--- src/rtl/aes_pipe_scheduler.sv ---
// Front-end scheduler for a fully pipelined, stall-free AES core.
// Two valid/ready requesters are round-robin arbitrated onto the core input.
// A {valid,id} shift register mirrors the core pipeline. Results land in an
// output FIFO. Issue is credit-limited so the FIFO can never overflow.
module aes_pipe_scheduler #(
    parameter int LATENCY    = 10,
    parameter int FIFO_DEPTH = 16
) (
    input  logic                         clock,
    input  logic                         reset,
    input  logic                         req0_valid,
    output logic                         req0_ready,
    input  logic [127:0]                 req0_data,
    input  logic [127:0]                 req0_key,
    input  logic                         req1_valid,
    output logic                         req1_ready,
    input  logic [127:0]                 req1_data,
    input  logic [127:0]                 req1_key,
    output logic [127:0]                 aes_in,
    output logic [127:0]                 aes_key,
    input  logic [127:0]                 aes_out,
    output logic                         rsp_valid,
    input  logic                         rsp_ready,
    output logic [127:0]                 rsp_data,
    output logic                         rsp_id,
    output logic [$clog2(FIFO_DEPTH):0]  inflight
);
    localparam int AW = $clog2(FIFO_DEPTH);

    logic                grant0, grant1, issue, can_issue;
    logic                push, pop, fifo_full;
    logic                prefer1_q, prefer1_d;
    logic [LATENCY-1:0]  trk_valid_q, trk_valid_d;
    logic [LATENCY-1:0]  trk_id_q, trk_id_d;
    logic [AW:0]         wr_ptr_q, wr_ptr_d;
    logic [AW:0]         rd_ptr_q, rd_ptr_d;
    logic [AW:0]         inflight_q, inflight_d;
    logic                rsp_valid_q, rsp_valid_d;
    logic [128:0]        rsp_word_q;
    logic [128:0]        fifo_mem [FIFO_DEPTH];

    // Arbitration and issue mux: grant only with a free credit, alternate on contention.
    // The async reset input also gates grants so ready stays low while reset is held.
    always_comb begin
        grant0    = 1'b0;
        grant1    = 1'b0;
        aes_in    = '0;
        aes_key   = '0;
        can_issue = (inflight_q < (AW+1)'(FIFO_DEPTH));
        if (reset && can_issue) begin
            if (req0_valid && req1_valid) begin
                grant1 = prefer1_q;
                grant0 = !prefer1_q;
            end else begin
                grant0 = req0_valid;
                grant1 = req1_valid;
            end
        end
        issue = grant0 || grant1;
        if (grant0) begin
            aes_in  = req0_data;
            aes_key = req0_key;
        end else if (grant1) begin
            aes_in  = req1_data;
            aes_key = req1_key;
        end
        // After granting 0, requester 1 is preferred next time, and vice versa
        prefer1_d = issue ? grant0 : prefer1_q;
    end

    // Tracker shift, FIFO pointer and credit bookkeeping.
    always_comb begin
        trk_valid_d = {trk_valid_q[LATENCY-2:0], issue};
        trk_id_d    = {trk_id_q[LATENCY-2:0], grant1};
        push        = trk_valid_q[LATENCY-1];
        pop         = rsp_valid_q && rsp_ready;
        fifo_full   = (wr_ptr_q[AW] != rd_ptr_q[AW]) &&
                      (wr_ptr_q[AW-1:0] == rd_ptr_q[AW-1:0]);
        wr_ptr_d    = wr_ptr_q + (AW+1)'(push);
        rd_ptr_d    = rd_ptr_q + (AW+1)'(pop);
        // The next head is presentable unless it is the entry being written on this
        // very edge; in that case it appears one cycle later (no write-through bypass).
        rsp_valid_d = (wr_ptr_d != rd_ptr_d) && !(push && (rd_ptr_d == wr_ptr_q));
        inflight_d  = inflight_q + (AW+1)'(issue) - (AW+1)'(pop);
    end

    // Control state and registered response head; cleared asynchronously.
    always_ff @(posedge clock or negedge reset) begin
        if (!reset) begin
            prefer1_q   <= 1'b0;
            trk_valid_q <= '0;
            trk_id_q    <= '0;
            wr_ptr_q    <= '0;
            rd_ptr_q    <= '0;
            inflight_q  <= '0;
            rsp_valid_q <= 1'b0;
            rsp_word_q  <= '0;
        end else begin
            prefer1_q   <= prefer1_d;
            trk_valid_q <= trk_valid_d;
            trk_id_q    <= trk_id_d;
            wr_ptr_q    <= wr_ptr_d;
            rd_ptr_q    <= rd_ptr_d;
            inflight_q  <= inflight_d;
            rsp_valid_q <= rsp_valid_d;
            if (rsp_valid_d) begin
                rsp_word_q <= fifo_mem[rd_ptr_d[AW-1:0]];
            end
        end
    end

    // FIFO storage write: core result tagged with its source id.
    always_ff @(posedge clock) begin
        if (push) begin
            fifo_mem[wr_ptr_q[AW-1:0]] <= {trk_id_q[LATENCY-1], aes_out};
        end
    end

    // Credit admission must make a push into a full FIFO without a pop impossible.
    no_overflow: assert property (@(posedge clock) disable iff (!reset)
                                  !(push && fifo_full && !pop));

    assign req0_ready = grant0;
    assign req1_ready = grant1;
    assign rsp_valid  = rsp_valid_q;
    assign rsp_data   = rsp_word_q[127:0];
    assign rsp_id     = rsp_word_q[128];
    assign inflight   = inflight_q;

endmodule

--- config.mk ---
export PLATFORM = sky130hd
export DESIGN_NAME = aes_pipe_scheduler
export DESIGN_NICKNAME = d
export VERILOG_FILES = /design/src/rtl/aes_pipe_scheduler.sv
export SDC_FILE = /design/constraint.sdc
export NUM_CORES = 2
export LEC_CHECK = 0
export CORE_ASPECT_RATIO = 2
export CORE_MARGIN = 5
export CORE_UTILIZATION = 30
export CTS_CLUSTER_DIAMETER = 150
export DETAILED_ROUTE_END_ITERATION = 6
export PLACE_DENSITY_LB_ADDON = 0.1
export SETUP_SLACK_MARGIN = 0.2
export SYNTH_ARGS = -nofsm -noshare
export SYNTH_HDL_FRONTEND = slang
export SYNTH_SLANG_ARGS = --single-unit
--- constraint.sdc ---
create_clock -name clock -period 12.41 [get_ports clock]
set_input_delay 1.241 -clock clock [delete_from_list [all_inputs] [get_ports clock]]
set_output_delay 1.241 -clock clock [all_outputs]
set_load 0.03 [all_outputs]
==> flow_summary.json <==
{
  "setup-violations-final": 0,
  "busiest_layer": "met2",
  "drtIter0Drc": 4669,
  "worst_slack_ns": 5.87,
  "hold_violations": 0,
  "rsz0062_at_grt": "false",
  "tightest_slew_ns": 1.11,
  "cp.required_ns": 11.17,
  "yosys-top-cells-count": "2064 x edfxtp_1, 516 x mux4_2, 258 x a22oi_1, 256 x a22o_1, 166 x dfrtp_1",
  "nNetsFinal": 5600,
  "avgRoutedWirePerCell_um": 43.9,
  "status": "finished clean",
  "ant_nets": 0,
  "peakVddDrop_mv": 0.311,
  "combPwrFrac_pct": 39.5,
  "timing.fmax_ghz": 0.153,
  "drv_slew": 0,
  "crit_arrival_ns": 5.30,
  "yosysTopAreaCell": "edfxtp_1",
  "synth_top_area_share_pct": 72.0,
  "fin_crit_ns": 6.54,
  "ios": 1038,
  "internal_power_mw": 17.0,
  "dp.cells": 8520,
  "synth_cell_types": 36,
  "drcViolationCount": 0,
  "dieArea_um2": 298000,
  "ys.flop_type": "edfxtp_1",
  "cap_viol_max_count": 0,
  "whs_ns": 0.289,
  "use_met2_pct": 42.9,
  "grt_usage_pct": 25.7,
  "async_reset_ff_share_pct": 7.44,
  "antenna_found_initial": 259,
  "num_vias": 47500,
  "cts_root_buf": "clkbuf_16",
  "postSynthAreaPerCell_um2": 22.3,
  "ys_seq_area_share_pct": 76.9,
  "htree_levels": 4,
  "use_met1_pct": 30.5,
  "clockBufferDepth": 4,
  "period_share_pct": 52.7,
  "fin_skew_ns": 0.0423,
  "std_cell_rows": 278,
  "post_cts_buffers": 0,
  "core_um2": 286000,
  "die_x_um": 389,
  "synth-seq-cells": 2230,
  "ys_warn_count": 0,
  "synth_edf_count": 2064,
  "p_leak_nw": 34.7,
  "syn_nets": 4509,
  "via_per_inst": 5.29,
  "synthCells": 3854,
  "end_kind": "output pin",
  "clk_pin_slew_ns": 0.06,
  "drt_first_pass_iters": 5,
  "min_path_type": "in2async",
  "grt_start_max_net_pins": 158,
  "overflow": 0,
  "place_hpwl_um": 277000,
  "tritoncts": "yes",
  "startpoint_type": "input port",
  "cts_made_buffers": 203,
  "cp_max_fo": 86,
  "clkLatencyLatePin_ns": 0.86,
  "power_density_nw_per_um2": 239,
  "cts_hold_buf": 0,
  "p_sw_share_pct": 34.0,
  "clock_sinks": 2230,
  "relSlewSlack_pct": 26.0,
  "synthTopCellsByArea": "edfxtp_1 72%, mux4_2 14%, dfrtp_1 4.8%, a22o_1 2.6%, a22oi_1 2.3%",
  "synth_most_common_cell": "edfxtp_1",
  "place.gp.congestion": 1.03,
  "setup_tns_ns": 0,
  "p_switching_mw": 8.79,
  "grtUsageMet3_pct": 8.77,
  "cts_resized": 0,
  "die_y_um": 767,
  "syn_to_final_growth_pct": 25.5,
  "final_cells": 8974,
  "seqPwrFrac_pct": 35.7,
  "wl_um": 394000,
  "synth_area_um2": 86000,
  "grt_pass1_vias": 48400,
  "pwr-share-clk_pct": 24.8,
  "io_buffers": 1037,
  "worstSetupPathType": "in2out",
  "grt_pass1_wl_um": 507000,
  "start_util_pct": 30.1,
  "pre_cts_ws_ns": 5.56,
  "drive_above_1_share_pct": 20.9
}
-- state kept, by name, indices dropped and copies added, names as in the netlist --
| signal | cells |
|---|---|
| wr_ptr_q | 5 |
| rsp_word_q | 129 |
| rsp_valid | 1 |
| trk_valid_q | 10 |
| prefer1_q | 1 |
| fifo_mem | 2064 |
| trk_id_q | 10 |
| inflight | 5 |
| rd_ptr_q | 5 |
-- cells in the final DEF, fill, tap and decap left out, types with 4 or more instances in the layout --
cell type | Yosys | layout
dfrtp_1 | 166 | 166
a22o_1 | 256 | 256
a22oi_1 | 258 | 258
nand2_1 | 132 | 132
inv_1 | 12 | 12
buf_4 | 3 | 81
edfxtp_1 | 2064 | 2064
bufinv_16 | 0 | 17
clkdlybuf4s50_1 | 0 | 1036
buf_12 | 0 | 14
nand3_1 | 5 | 5
clkinv_2 | 0 | 33
clkbuf_8 | 0 | 34
mux4_2 | 516 | 516
clkbuf_1 | 152 | 48
xnor2_1 | 13 | 13
nor3_2 | 0 | 4
clkinv_1 | 0 | 24
mux2_2 | 30 | 30
diode_2 | 0 | 84
clkbuf_16 | 0 | 206
ha_1 | 9 | 7
mux2_4 | 99 | 99
nor2_4 | 0 | 16
-- through the flow --
stage	total power [mW]	util, %	cell area (um2)
finish	25.8	37.7	108000
global route	27.0	37.7	108000
CTS	26.4	37.6	108000
detailed placement	19.9	35.3	101000
global placement	19.9	35.3	101000
floorplan	16.0	-	86000
-- logic make-up after synthesis --
kind of cell / synth area share, %
DFF: 76.9
muxes: 15.6
AOI/OAI and AO/OA: 4.92
buffers and inverters: 1.40
and+or+nand+nor: 0.784
xor gates and xnor gates: 0.239
adders and majority gates: 0.154
-- power groups by stage --
stage	registers (mW)	clock network (mW)	logic, mW
after floorplan	9.69	0	6.32
after detailed placement	9.37	0	10.5
after global placement	9.37	0	10.5
after global routing	9.26	6.84	10.9
after CTS	9.22	6.58	10.6
final	9.21	6.40	10.2
-- final timing paths --
kind	start	to	slack, ns	cells past startpoint
max in group asynchronous	reset	rsp_word_q[107]	10.19	3
max	reset	aes_in[29]	5.87	8
min reg2reg	trk_valid_q[8]	trk_valid_q[9]	0.34	0
min	reset	rsp_word_q[4]	0.29	1
max reg2reg	rsp_valid	rsp_word_q[40]	7.08	9
min in group clock	trk_valid_q[8]	trk_valid_q[9]	0.34	0
-- per-layer routing --
layer	vias to the layer above	wire [um]	part of all wire (%)
li1	18700	-	-
met1	25800	145000	37
met2	2235	191000	48
met3	684	37900	9.6
met4	124	20200	5.1
met5	-	831	0.21
-- area by class of cell --
class / count / area, um2
diodes: 84 / 210
fillers: 26200 / 178000
multi-input cells: 1365 / 18900
repair buffers: 1132 / 11300
well taps: 3780 / 4730
inverters: 13 / 48.8
clock inverters: 82 / 855
clock buffers: 288 / 5800
flip-flops and latches: 2230 / 66100
-- worst max-delay path, cell delays in order --
cell,delay (ns)
buf_8,0.29
nor2b_1,0.47
nand2_1,0.18
a21oi_4,0.22
buf_4,0.80
buf_4,0.82
a22o_1,0.31
clkdlybuf4s50_1,0.73
No activity file was read; power rests on OpenSTA's default activity.
